**src/rtl/cpu_defs.sv**
```systemverilog
// Shared CPU constants: sequencer states, opcodes, ALU function codes and IR field positions.
// The ALU and assembler tests import this same package.
package cpu_defs;

  typedef enum logic [2:0] {
    ST_IDLE,
    ST_T0,
    ST_T1,
    ST_T2,
    ST_T3,
    ST_T4,
    ST_T5,
    ST_T6
  } state_t;

  localparam logic [4:0] OP_ADD  = 5'b00001;
  localparam logic [4:0] OP_SUB  = 5'b00010;
  localparam logic [4:0] OP_SHR  = 5'b00011;
  localparam logic [4:0] OP_SHL  = 5'b00100;
  localparam logic [4:0] OP_AND  = 5'b00101;
  localparam logic [4:0] OP_OR   = 5'b00110;
  localparam logic [4:0] OP_ROR  = 5'b00111;
  localparam logic [4:0] OP_ROL  = 5'b01000;
  localparam logic [4:0] OP_MUL  = 5'b01001;
  localparam logic [4:0] OP_DIV  = 5'b01010;
  localparam logic [4:0] OP_NEG  = 5'b01011;
  localparam logic [4:0] OP_NOT  = 5'b01100;
  localparam logic [4:0] OP_HALT = 5'b11111;

  localparam logic [3:0] ALU_NOP = 4'd0;
  localparam logic [3:0] ALU_ADD = 4'd1;
  localparam logic [3:0] ALU_SUB = 4'd2;
  localparam logic [3:0] ALU_SHR = 4'd3;
  localparam logic [3:0] ALU_SHL = 4'd4;
  localparam logic [3:0] ALU_AND = 4'd5;
  localparam logic [3:0] ALU_OR  = 4'd6;
  localparam logic [3:0] ALU_ROR = 4'd7;
  localparam logic [3:0] ALU_ROL = 4'd8;
  localparam logic [3:0] ALU_MUL = 4'd9;
  localparam logic [3:0] ALU_DIV = 4'd10;
  localparam logic [3:0] ALU_NEG = 4'd11;
  localparam logic [3:0] ALU_NOT = 4'd12;

  localparam int unsigned IR_OPC_HI = 31;
  localparam int unsigned IR_OPC_LO = 27;
  localparam int unsigned IR_RA_HI  = 26;
  localparam int unsigned IR_RA_LO  = 23;
  localparam int unsigned IR_RB_HI  = 22;
  localparam int unsigned IR_RB_LO  = 19;
  localparam int unsigned IR_RC_HI  = 18;
  localparam int unsigned IR_RC_LO  = 15;

endpackage

```
**src/rtl/op_decode.sv**
```systemverilog
// Combinational opcode classifier: ALU function plus instruction-class flags.
module op_decode
  import cpu_defs::*;
(
  input  logic [4:0] i_opcode,
  output logic [3:0] o_alu_op,
  output logic       o_is_unary,
  output logic       o_is_muldiv,
  output logic       o_is_halt,
  output logic       o_is_illegal
);

  always_comb begin
    o_alu_op     = ALU_NOP;
    o_is_unary   = 1'b0;
    o_is_muldiv  = 1'b0;
    o_is_halt    = 1'b0;
    o_is_illegal = 1'b0;
    case (i_opcode)
      OP_ADD:  o_alu_op = ALU_ADD;
      OP_SUB:  o_alu_op = ALU_SUB;
      OP_SHR:  o_alu_op = ALU_SHR;
      OP_SHL:  o_alu_op = ALU_SHL;
      OP_AND:  o_alu_op = ALU_AND;
      OP_OR:   o_alu_op = ALU_OR;
      OP_ROR:  o_alu_op = ALU_ROR;
      OP_ROL:  o_alu_op = ALU_ROL;
      OP_MUL: begin
        o_alu_op    = ALU_MUL;
        o_is_muldiv = 1'b1;
      end
      OP_DIV: begin
        o_alu_op    = ALU_DIV;
        o_is_muldiv = 1'b1;
      end
      OP_NEG: begin
        o_alu_op   = ALU_NEG;
        o_is_unary = 1'b1;
      end
      OP_NOT: begin
        o_alu_op   = ALU_NOT;
        o_is_unary = 1'b1;
      end
      OP_HALT: o_is_halt = 1'b1;
      default: o_is_illegal = 1'b1;
    endcase
  end

endmodule

```
**src/rtl/control_unit.sv**
```systemverilog
// Hardwired fetch/execute sequencer for the single-bus datapath.
// Moore strobes decoded from the state register, with IR fields steering T3-T6.
module control_unit
  import cpu_defs::*;
(
  input  logic        Clock,
  input  logic        Clear,
  input  logic        Run,
  input  logic        Stop,
  input  logic [31:0] IR,
  output logic        PCout,
  output logic        Zhiout,
  output logic        Zlowout,
  output logic        MDRout,
  output logic        Rout,
  output logic        MARin,
  output logic        PCin,
  output logic        MDRin,
  output logic        IRin,
  output logic        Yin,
  output logic        Zin,
  output logic        Rin,
  output logic        HIin,
  output logic        LOin,
  output logic        IncPC,
  output logic        Read,
  output logic [3:0]  RegSel,
  output logic [3:0]  AluOp,
  output logic        Halted,
  output logic        IllegalOp
);

  state_t     r_state;
  state_t     w_next;
  logic       r_illegal;

  logic [3:0] w_ra;
  logic [3:0] w_rb;
  logic [3:0] w_rc;
  logic [3:0] w_alu_op;
  logic       w_is_unary;
  logic       w_is_muldiv;
  logic       w_is_halt;
  logic       w_is_illegal;
  logic       w_end_state;

  assign w_ra = IR[IR_RA_HI:IR_RA_LO];
  assign w_rb = IR[IR_RB_HI:IR_RB_LO];
  assign w_rc = IR[IR_RC_HI:IR_RC_LO];

  op_decode u_op_decode (
    .i_opcode     (IR[IR_OPC_HI:IR_OPC_LO]),
    .o_alu_op     (w_alu_op),
    .o_is_unary   (w_is_unary),
    .o_is_muldiv  (w_is_muldiv),
    .o_is_halt    (w_is_halt),
    .o_is_illegal (w_is_illegal)
  );

  always_ff @(posedge Clock or negedge Clear) begin
    if (!Clear) begin
      r_state   <= ST_IDLE;
      r_illegal <= 1'b0;
    end else begin
      r_state <= w_next;
      if (r_state == ST_IDLE && Run)
        r_illegal <= 1'b0;
      else if (r_state == ST_T3 && w_is_illegal)
        r_illegal <= 1'b1;
    end
  end

  // Visible during the offending T3 itself, then held by the sticky register.
  assign IllegalOp = r_illegal | ((r_state == ST_T3) & w_is_illegal);

  // Stop is only ever consulted at the last state of an instruction.
  assign w_end_state = ((r_state == ST_T5) & ~w_is_muldiv) | (r_state == ST_T6) |
                       ((r_state == ST_T3) & w_is_illegal);

  always_comb begin
    w_next  = r_state;
    PCout   = 1'b0;
    Zhiout  = 1'b0;
    Zlowout = 1'b0;
    MDRout  = 1'b0;
    Rout    = 1'b0;
    MARin   = 1'b0;
    PCin    = 1'b0;
    MDRin   = 1'b0;
    IRin    = 1'b0;
    Yin     = 1'b0;
    Zin     = 1'b0;
    Rin     = 1'b0;
    HIin    = 1'b0;
    LOin    = 1'b0;
    IncPC   = 1'b0;
    Read    = 1'b0;
    RegSel  = '0;
    AluOp   = ALU_NOP;
    Halted  = 1'b0;
    case (r_state)
      ST_IDLE: begin
        Halted = 1'b1;
        if (Run) w_next = ST_T0;
      end
      ST_T0: begin
        PCout  = 1'b1;
        MARin  = 1'b1;
        IncPC  = 1'b1;
        Zin    = 1'b1;
        w_next = ST_T1;
      end
      ST_T1: begin
        Zlowout = 1'b1;
        PCin    = 1'b1;
        Read    = 1'b1;
        MDRin   = 1'b1;
        w_next  = ST_T2;
      end
      ST_T2: begin
        MDRout = 1'b1;
        IRin   = 1'b1;
        w_next = ST_T3;
      end
      ST_T3: begin
        if (w_is_halt) begin
          w_next = ST_IDLE;
        end else if (w_is_illegal) begin
          w_next = ST_T0;
        end else begin
          Rout   = 1'b1;
          RegSel = w_rb;
          Yin    = 1'b1;
          w_next = ST_T4;
        end
      end
      ST_T4: begin
        Zin   = 1'b1;
        AluOp = w_alu_op;
        if (!w_is_unary) begin
          Rout   = 1'b1;
          RegSel = w_rc;
        end
        w_next = ST_T5;
      end
      ST_T5: begin
        Zlowout = 1'b1;
        if (w_is_muldiv) begin
          LOin   = 1'b1;
          w_next = ST_T6;
        end else begin
          Rin    = 1'b1;
          RegSel = w_ra;
          w_next = ST_T0;
        end
      end
      ST_T6: begin
        Zhiout = 1'b1;
        HIin   = 1'b1;
        w_next = ST_T0;
      end
      default: w_next = ST_IDLE;
    endcase
    if (w_end_state && Stop) w_next = ST_IDLE;
  end

endmodule

```
**config.mk**
```make
export PLATFORM = sky130hd
export DESIGN_NAME = control_unit
export DESIGN_NICKNAME = d
export VERILOG_FILES = /design/src/rtl/cpu_defs.sv /design/src/rtl/op_decode.sv /design/src/rtl/control_unit.sv
export SDC_FILE = /design/constraint.sdc
export NUM_CORES = 1
export LEC_CHECK = 0
export ABC_CLOCK_PERIOD_IN_PS = 2150
export CAP_MARGIN = 20
export CORE_MARGIN = 4
export CORE_UTILIZATION = 27
export DETAILED_ROUTE_END_ITERATION = 16
export HOLD_SLACK_MARGIN = 0.15
export PLACE_DENSITY = 0.79
export SLEW_MARGIN = 0
export SYNTH_ARGS = -nofsm -noshare
export SYNTH_HDL_FRONTEND = slang
export SYNTH_SLANG_ARGS = --single-unit
```
**constraint.sdc**
```tcl
create_clock -name Clock -period 2.15 [get_ports Clock]
set_input_delay 0.43 -clock Clock [delete_from_list [all_inputs] [get_ports Clock]]
set_output_delay 0.43 -clock Clock [all_outputs]
set_load 0.01 [all_outputs]
```
Word level (Yosys, flattened, before mapping)
Cells that the tools add are included.
- bits in read-only memories: 0
- input bits: 36
- flip-flop bits (word level): 4
- memories: 0
- RAM bits: 0
- latch bits: 0
- output and inout port bits: 26
- logic and storage cells: 74
- divide/modulo/power cells: 0
- bitwise gates (word level): 6
- reductions and logical operators: 10
- multiply operators: 0
- mux-type cells: 35
- equal/unequal tests: 21
- add/subtract/negate cells: 0
- order comparisons: 0
- shift operators: 0
- operator list (kind ; count):
    $pmux 4 s12 ; 1
    $eq 5x4->1 const B ; 5
    $pmux 3 s8 ; 1
    $mux 1 ; 21
    $eq 5x3->1 const B ; 4
    $mux 4 ; 5
    $mux 3 ; 5
    $reduce_or 13->1 ; 1
    $eq 3x3->1 const B ; 4
    $pmux 4 s3 ; 1
    $eq 5x2->1 const B ; 2
    $reduce_or 2->1 ; 4
    $eq 3x2->1 const B ; 2
    $eq 5x1->1 const B ; 1
    $eq 5x5->1 const B ; 1
    $eq 3x1->1 const B ; 1
    $logic_and 1x1->1 ; 3
    $logic_not 3->1 ; 1
    $ne 3x2->1 const B ; 1
    $or 1x1->1 ; 3
    $and 1x1->1 ; 2
    $pmux 1 s2 ; 1
    $reduce_bool 2->1 ; 1
    $not 1->1 ; 1

Longest topological paths before layout
Gate-level depths: netlist of run 1.
- depth after elaboration: 9
- gate-level depth with buffers: 5
- gate-level depth less buffers: 4

Cells and area by module
Synthesis of run 1 repeated with hierarchy kept, for this count alone.
- cells, all modules: 79
- area, all modules: 614.3 um^2
- modules (own cells, without submodules) (module ; cells each ; times used ; sequential area each (um^2) ; area an instance (um^2)):
    control_unit ; 57 ; 1 ; 100.1 ; 479.2
    op_decode ; 22 ; 1 ; 0.0 ; 135.1

Least setup slack after synthesis of run 1
OpenSTA, ideal clock, no wires.
- path kind: input-to-output
- start: input port IR[27]
- end: output port RegSel[0]
- required time: 1.720 ns
- path slack: 0.216 ns
- arrival time: 1.504 ns
- stages on the path: 4
- path buffers: 0
- path through: or4_4 > o211ai_4 > nor4_4 > a221o_1
- longest elaborated chain between the ends: 5
- elaborated cells between the ends (all ways): 24
- those cells by class: 13 x eq/ne; 8 x mux; 3 x reduce/logical
- ends and longest elaborated chain (what ; RTL line ; source):
    start, declared ; control_unit.sv:10 ; input logic [31:0] IR,
    $eq 5x1->1 (tied with other cells) ; op_decode.sv:19 ; case (i_opcode)
    $reduce_or 13->1 (no source line) / $reduce_or 2->1 (equally long branches) ; - ;
    $mux 4 / $mux 1 (equally long branches) ; control_unit.sv:128, op_decode.sv:19 ;
    $mux 4, on equally long branches ; control_unit.sv:126, control_unit.sv:140, control_unit.sv:148 ;
    $pmux 4 s3 * ; control_unit.sv:101 ; case (r_state)
    end, declared ; control_unit.sv:27 ; output logic [3:0] RegSel,
Every way passes the cells marked *; elsewhere a longest branch is shown, timed or not.

Final worst setup path of run 1
- start: input port IR[28]
- end: output port RegSel[2]
The elaborated chain is that of the path after synthesis.

==> run summary, run 1 <==
- **syn_nets** 109
- **final hold violation count** 0
- **cell at the root of the clock tree** clkbuf_4
- **hold buffer count at cts** 0
- **Iteration-0 DRC Markers** 10
- **Initial Utilization** 0.286
- **internal portion of total power** 653 uW
- **final routed DRC violation total** 0
- **via count of the first global-routing pass** 798
- **Fin Clk Skew** 0.000624 ns
- **top post-synthesis cells by area** dfrtp_1, buf_4, a221o_1
- **routed via count** 785
- **Post-Route M1 WL** 794 um
- **switching share of total power** 0.408
- **total leakage power** 0.637 nW
- **WL met3** 214 um
- **final cell count without fillers** 166
- **Vert. Die Dim** 53.6 um
- **Slew @ Worst Pin** 0.348 ns
- **setup violation total in the final timing report** 0
- **start-to-end type of the worst setup path** in -> out
- **Skew-Pair Late Insertion Delay** 0.23 ns
- **highest metal layer with signal wires** met4
- **number of max-slew violations in the final report** 0
- **VDD IR max** 0.509 mV
- **shortest clock period the worst path allows after layout** 2.13 ns
- **WL/cell** 13.6 um
- **worst min path class** in -> async
- **Nets** 177
- **cell area after layout** 0.00122 mm^2
- **Met2 Wirelength** 1.24 mm
- **buffer depth of the longest clock path** 2
- **cell count after synthesis** 73
- **data arrival time of the worst path** 1.70 ns
- **part of the Yosys area used for sequential elements** 0.179
- **setup slack after layout** 0.0212 ns
- **switching pwr** 450 uW
- **mapped cell area** 561 um^2
- **part of the power in combinational logic** 0.791
- **area post-placement** 0.00117 mm^2
- **die width** 53.6 um
- **highest clock frequency the design can meet** 470 MHz
- **total number of placement rows** 16
- **CTS tree** built
- **global-route wire length before repair** 3.40 mm
- **depth of the CTS H-tree** 1
- **RSZ-0062 raised after global routing** yes
- **most area-hungry cell type in the Yosys netlist** dfrtp_1
- **relative contribution of sequential cells to total power** 0.127
- **maximum number of pins on one net before global-route repair** 7
- **CTS clk-pin slew, worst paths** 0.04 ns
- **number of CTS-inserted buffers** 3
- **power consumption** 1.10 mW
- **worst hold margin** 0.393 ns
- **fraction of final layout cells with drive strength greater than 1** 0.432
- **critical path launch point type** primary input
- **final wirelength** 2.26 mm
- **count of inserted antenna diode cells** 0
- **Period Utilization, post-route** 0.990
- **relative slew slack** 0.767
- **post-synthesis average cell area** 7.68 um^2
- **areal power density over the cells** 901 mW/mm^2
- **Yosys warnings** 0
- **setup slack at placement** -0.723 ns
- **TNS Setup** 0 ns
- **number of distinct library cells after synthesis** 32
- **# placed instances** 160
- **final estimated routing congestion in global placement** 0.798
- **half-perimeter wire length of the detailed placement result** 1.78 mm
- **result of the run** finished clean
- **number of antenna violations at the first check in global routing** 0
- **residual overflow from global routing** 0
- **Crit. End Element** primary output
- **Floorplan Core Area** 0.00196 mm^2
- **number of clock sinks seen by CTS** 4
- **DR pass1 iterations** 3
- **number of register bits inferred by synthesis** 4
- **synthesis-to-layout area growth** 119%
- **final core utilization** 0.624
- **number of buffers added on ports** 46
- **Die ar.** 0.00287 mm^2
- **critical path fanouts, max** 6
- **required arrival time at the worst endpoint** 1.72 ns
- **gr usage total** 0.162
- **Clk network pwr share** 0.082
- **max-capacitance violation count** 0
- **post-synth top area share** 0.179
- **post-detailed-route via-to-cell ratio** 4.73
- **IO Pins** 62
- **remaining antenna violation count after routing** 0
[timing repair]
action                                  in CTS  in global routing
setup buffers                                3                  0
endpoints found under the setup margin      16                 13
resized for setup                           60                 10
pin swaps                                    9                  4
[worst paths after layout]
path                            slack (ns)    endpoint  cells past startpoint  startpoint
worst max-delay path                  0.02   RegSel[2]                      6      IR[28]
worst min-delay path                  0.39  r_state[0]                      1       Clear
worst max register to register        0.74  r_state[0]                      5  r_state[2]
worst min register to register        0.62   r_illegal                      2   r_illegal
max in group asynchronous             1.60  r_state[1]                      1       Clear
min in group Clock                    0.62   r_illegal                      2   r_illegal
[worst max-delay path, cell delays in order]
cell      delay, ns
buf_6          0.10
or4_4          0.53
o211ai_4       0.12
nor4_4         0.08
a221o_1        0.31
buf_6          0.13
[per-layer routing]
layer	vias up	GRT usage
met5	-	0
met4	0	0.0638
met3	2	0.0277
met2	30	0.333
met1	360	0.155
li1	393	-
[logic make-up (layout without fill, tap and decap cells)]
family / after synthesis / count (layout) / synth area share
simple gates: 36 / 36 / 0.373
compound gates: 17 / 17 / 0.261
buf+inv: 13 / 79 / 0.134
flops: 4 / 4 / 0.179
mux: 2 / 2 / 0.0379
xor+xnor: 1 / 1 / 0.0156
[synthesized netlist by cell type, drive strengths merged]
cell type	n
buf	9
nand2	8
nor2	7
a221o	4
and2	4
and3	4
dfrtp	4
inv	4
or2	4
a21oi	3
a31oi	2
nor3	2
o21ai	2
a21boi	1
a22o	1
a2bb2oi	1
a41o	1
mux2	1
mux2i	1
nand3b	1
nand4	1
nor2b	1
nor3b	1
nor4	1
o211ai	1
o41ai	1
or3	1
or4	1
xor2	1
[cell type report]
cell class / instances / area [um^2]
fill: 182 / 737
timing repair buffer: 72 / 618
multi-input combinational: 56 / 435
sequential: 4 / 100
tap: 27 / 33.8
clock buffer: 3 / 22.5
inverter: 4 / 15.0
[cells in the final DEF (no fill, tap or decap), drive strengths merged, types with 2 or more instances in the layout]
master         instances
a31oi                  2
clkdlybuf4s50         25
buf                   36
dlygate4sd2            8
or2                    4
nor2                   7
o21ai                  2
a221o                  4
and3                   4
nand2                  8
and2                   4
clkbuf                 4
dfrtp                  4
a21oi                  3
nor3                   2
inv                    4
dlymetal6s2s           2
[flip-flops by register name, summed over array words and instances, names as in the netlist]
register	count
r_state	3
r_illegal	1
[power groups by stage]
stage	registers [mW]	clock network (mW)	logic, mW
3_5_place_dp	0.139	0	0.883
5_1_grt	0.147	0.0973	0.944
2_1_floorplan	0.122	0	0.465
3_3_place_gp	0.138	0	0.866
6_report	0.140	0.0907	0.873
4_1_cts	0.139	0.0976	0.858
(Power assumes the default switching activity.)
==> inputs of run 2 (changes only) <==
--- a/config.mk
+++ b/config.mk
@@ -9,6 +9,7 @@
 export CAP_MARGIN = 20
 export CORE_MARGIN = 4
 export CORE_UTILIZATION = 27
+export CTS_CLUSTER_SIZE = 20
 export DETAILED_ROUTE_END_ITERATION = 16
 export HOLD_SLACK_MARGIN = 0.15
 export PLACE_DENSITY = 0.79
==> results of run 2 <==
No change in the layout: final DEF, timing and power equal those of run 1.
==> patch, RTL diff (flow settings as in run 2) <==
The 8 states of `state_t` get a Gray code encoding in 3 bits.
--- a/src/rtl/cpu_defs.sv
+++ b/src/rtl/cpu_defs.sv
@@ -4,12 +4,12 @@
 
   typedef enum logic [2:0] {
-    ST_IDLE,
-    ST_T0,
-    ST_T1,
-    ST_T2,
-    ST_T3,
-    ST_T4,
-    ST_T5,
-    ST_T6
+    ST_IDLE = 3'b000,
+    ST_T0   = 3'b001,
+    ST_T1   = 3'b011,
+    ST_T2   = 3'b010,
+    ST_T3   = 3'b110,
+    ST_T4   = 3'b111,
+    ST_T5   = 3'b101,
+    ST_T6   = 3'b100
   } state_t;
 
Function: no difference found for any inputs over 10 cycles, from zero or initial values; not proved beyond that.
==> patch against run 2 <==
  * Critical path depth is 2 higher
  * Final area grew 8.2%
  * Setup slack gained 0.035 ns
  * Power is 13% higher
  * Wire length is 5.0% higher
  * Sequential cell count unchanged
  * Area after synthesis grew 13%
  * Combinational power rose by 16%
  * Largest power group unchanged
==> patch: results (changes against run 2) <==
[synth]
synth_seq_area_share_pct=15.7  ; -2.1 points
synth.area.mux_share_pct=3.15  ; -0.65 points
synthAdderAreaFrac_pct=0  ; unchanged
synth_commonest_cells=nand2_1 (7), buf_4 (6), nor2b_1 (5)
syn_nets=116  ; +6.4%
netlist_instances=80  ; +9.6%
synth_cell_types=38  ; +19%
synthTopCellsByArea=dfrtp_1 (16%), buf_4 (7.1%), a22o_1 (5.5%)
synth_xor_area_share_pct=4.13  ; +2.6 points
synth_compound_area_share_pct=31.9  ; +5.8 points

[clock_network]
clock_latency_ns=0.23  ; about the same

[route]
avgViaCountPerCell=4.83  ; +2.1%
initialDrtViolationCount=9  ; -1
wl_mm=2.38  ; +5.0%
drtPass1Iterations=4  ; +1

[global_routing]
grt_pass1_vias=911  ; +14%
grt_use_total_pct=15.7  ; -0.51 points
grt_pass1_wl_mm=3.94  ; +16%

[worst_setup_path]
cp.arrival_ns=1.66  ; -0.04 ns
cpPeakStageDelay_ns=0.27  ; -0.26 ns
path_max_fanout=4  ; -2
slowest_stage=nor4_4
path_delay_family=buffers and inverters

[cells_and_area]
fin_nets=181  ; +2.3%
stdcell_count=171  ; +3.0%
drive_above_1_share_pct=39.2  ; -4.0 points

[power]
vdd_drop_max_mv=0.611  ; +20%
power.switching_mw=0.513  ; +14%

[outcome]
outcome=complete, no violations

[place]
placed_cells=159  ; -0.63%
dpl.hpwl_mm=1.80  ; +1.1%
globalplace.congestion=0.781  ; -2.0%

[sta]
fin_skew_ns=0.00222  ; +0.00160 ns

-- patch: path summary, 6_finish.rpt --
| check | from | to | slack, ns | cells after the start |
|---|---|---|---|---|
| hold / removal | Clear | r_state[1]$_DFFE_PN0P_ | 0.40 | 1 |
| setup reg to reg | r_state[0]$_DFFE_PN0P_ | r_state[2]$_DFFE_PN0P_ | 0.72 | 5 |
| setup / recovery | IR[27] | RegSel[1] | 0.06 | 8 |
| max in group asynchronous | Clear | r_state[0]$_DFFE_PN0P_ | 1.58 | 1 |
| min in group Clock | r_illegal$_DFFE_PN0P_ | r_illegal$_DFFE_PN0P_ | 0.64 | 2 |
| hold reg to reg | r_illegal$_DFFE_PN0P_ | r_illegal$_DFFE_PN0P_ | 0.64 | 2 |
-- patch: stage by stage --
| step | hold WS [ns] | utilization (%) | cell area, sq um | TNS [ns] | worst slack [ns] |
|---|---|---|---|---|---|
| final | 0.405 | 59.3 | 1330 | 0 | 0.0565 |
| after global placement | 0.586 | 52.9 | 1180 | -7.40 | -0.698 |
| after floorplan | 0.134 | - | 636 | 0 | 0.180 |
| after CTS | 0.404 | 56.9 | 1270 | -0.0199 | -0.0192 |
| after global routing | 0.411 | 59.3 | 1330 | -0.00330 | -0.00330 |
| after detailed placement | 0.616 | 52.9 | 1180 | -7.85 | -0.760 |
-- patch: logic make-up (layout without fill, tap and decap cells) --
logic type | count (synthesis) | count (layout)
AOI/OAI and AO/OA | 22 | 22
xor gates and xnor gates | 3 | 3
buffers and inverters | 15 | 78
DFF | 4 | 4
muxes | 2 | 2
and+or+nand+nor | 34 | 34
-- patch: repair_timing --
| action | in CTS | in global routing |
|---|---|---|
| gates resized for setup | 61 | 17 |
| cloned | 0 | 0 |
| pin swaps | 5 | 2 |
| endpoints found under the setup margin | 18 | 15 |
| setup buffers | 8 | 1 |
-- patch: metal layers --
metal | share of wire (%) | wire, um | global-route usage (%) | up-vias
met5 | 0 | 0 | 0 | -
met4 | 3.4 | 82 | 9.49 | 0
met3 | 6.6 | 157 | 3.22 | 6
met2 | 53 | 1270 | 29.7 | 34
met1 | 36 | 867 | 15.2 | 376
li1 | - | - | - | 410
-- patch: area by class of cell --
| type | instances | area (sq um) |
|---|---|---|
| Clock buffer | 3 | 22.5 |
| Fill cell | 204 | 908 |
| Timing Repair Buffer | 72 | 646 |
| Multi-Input combinational cell | 61 | 510 |
| Tap cell | 28 | 35.0 |
| Inverter | 3 | 11.3 |
| Sequential cell | 4 | 100 |
-- patch: power by group through the flow --
stage / combinational, mW / sequential, mW / clock (mW)
floorplan: 0.545 / 0.139 / 0
global placement: 0.960 / 0.148 / 0
detailed placement: 0.982 / 0.153 / 0
CTS: 0.978 / 0.154 / 0.0912
global route: 1.09 / 0.159 / 0.0965
finish: 1.01 / 0.155 / 0.0883
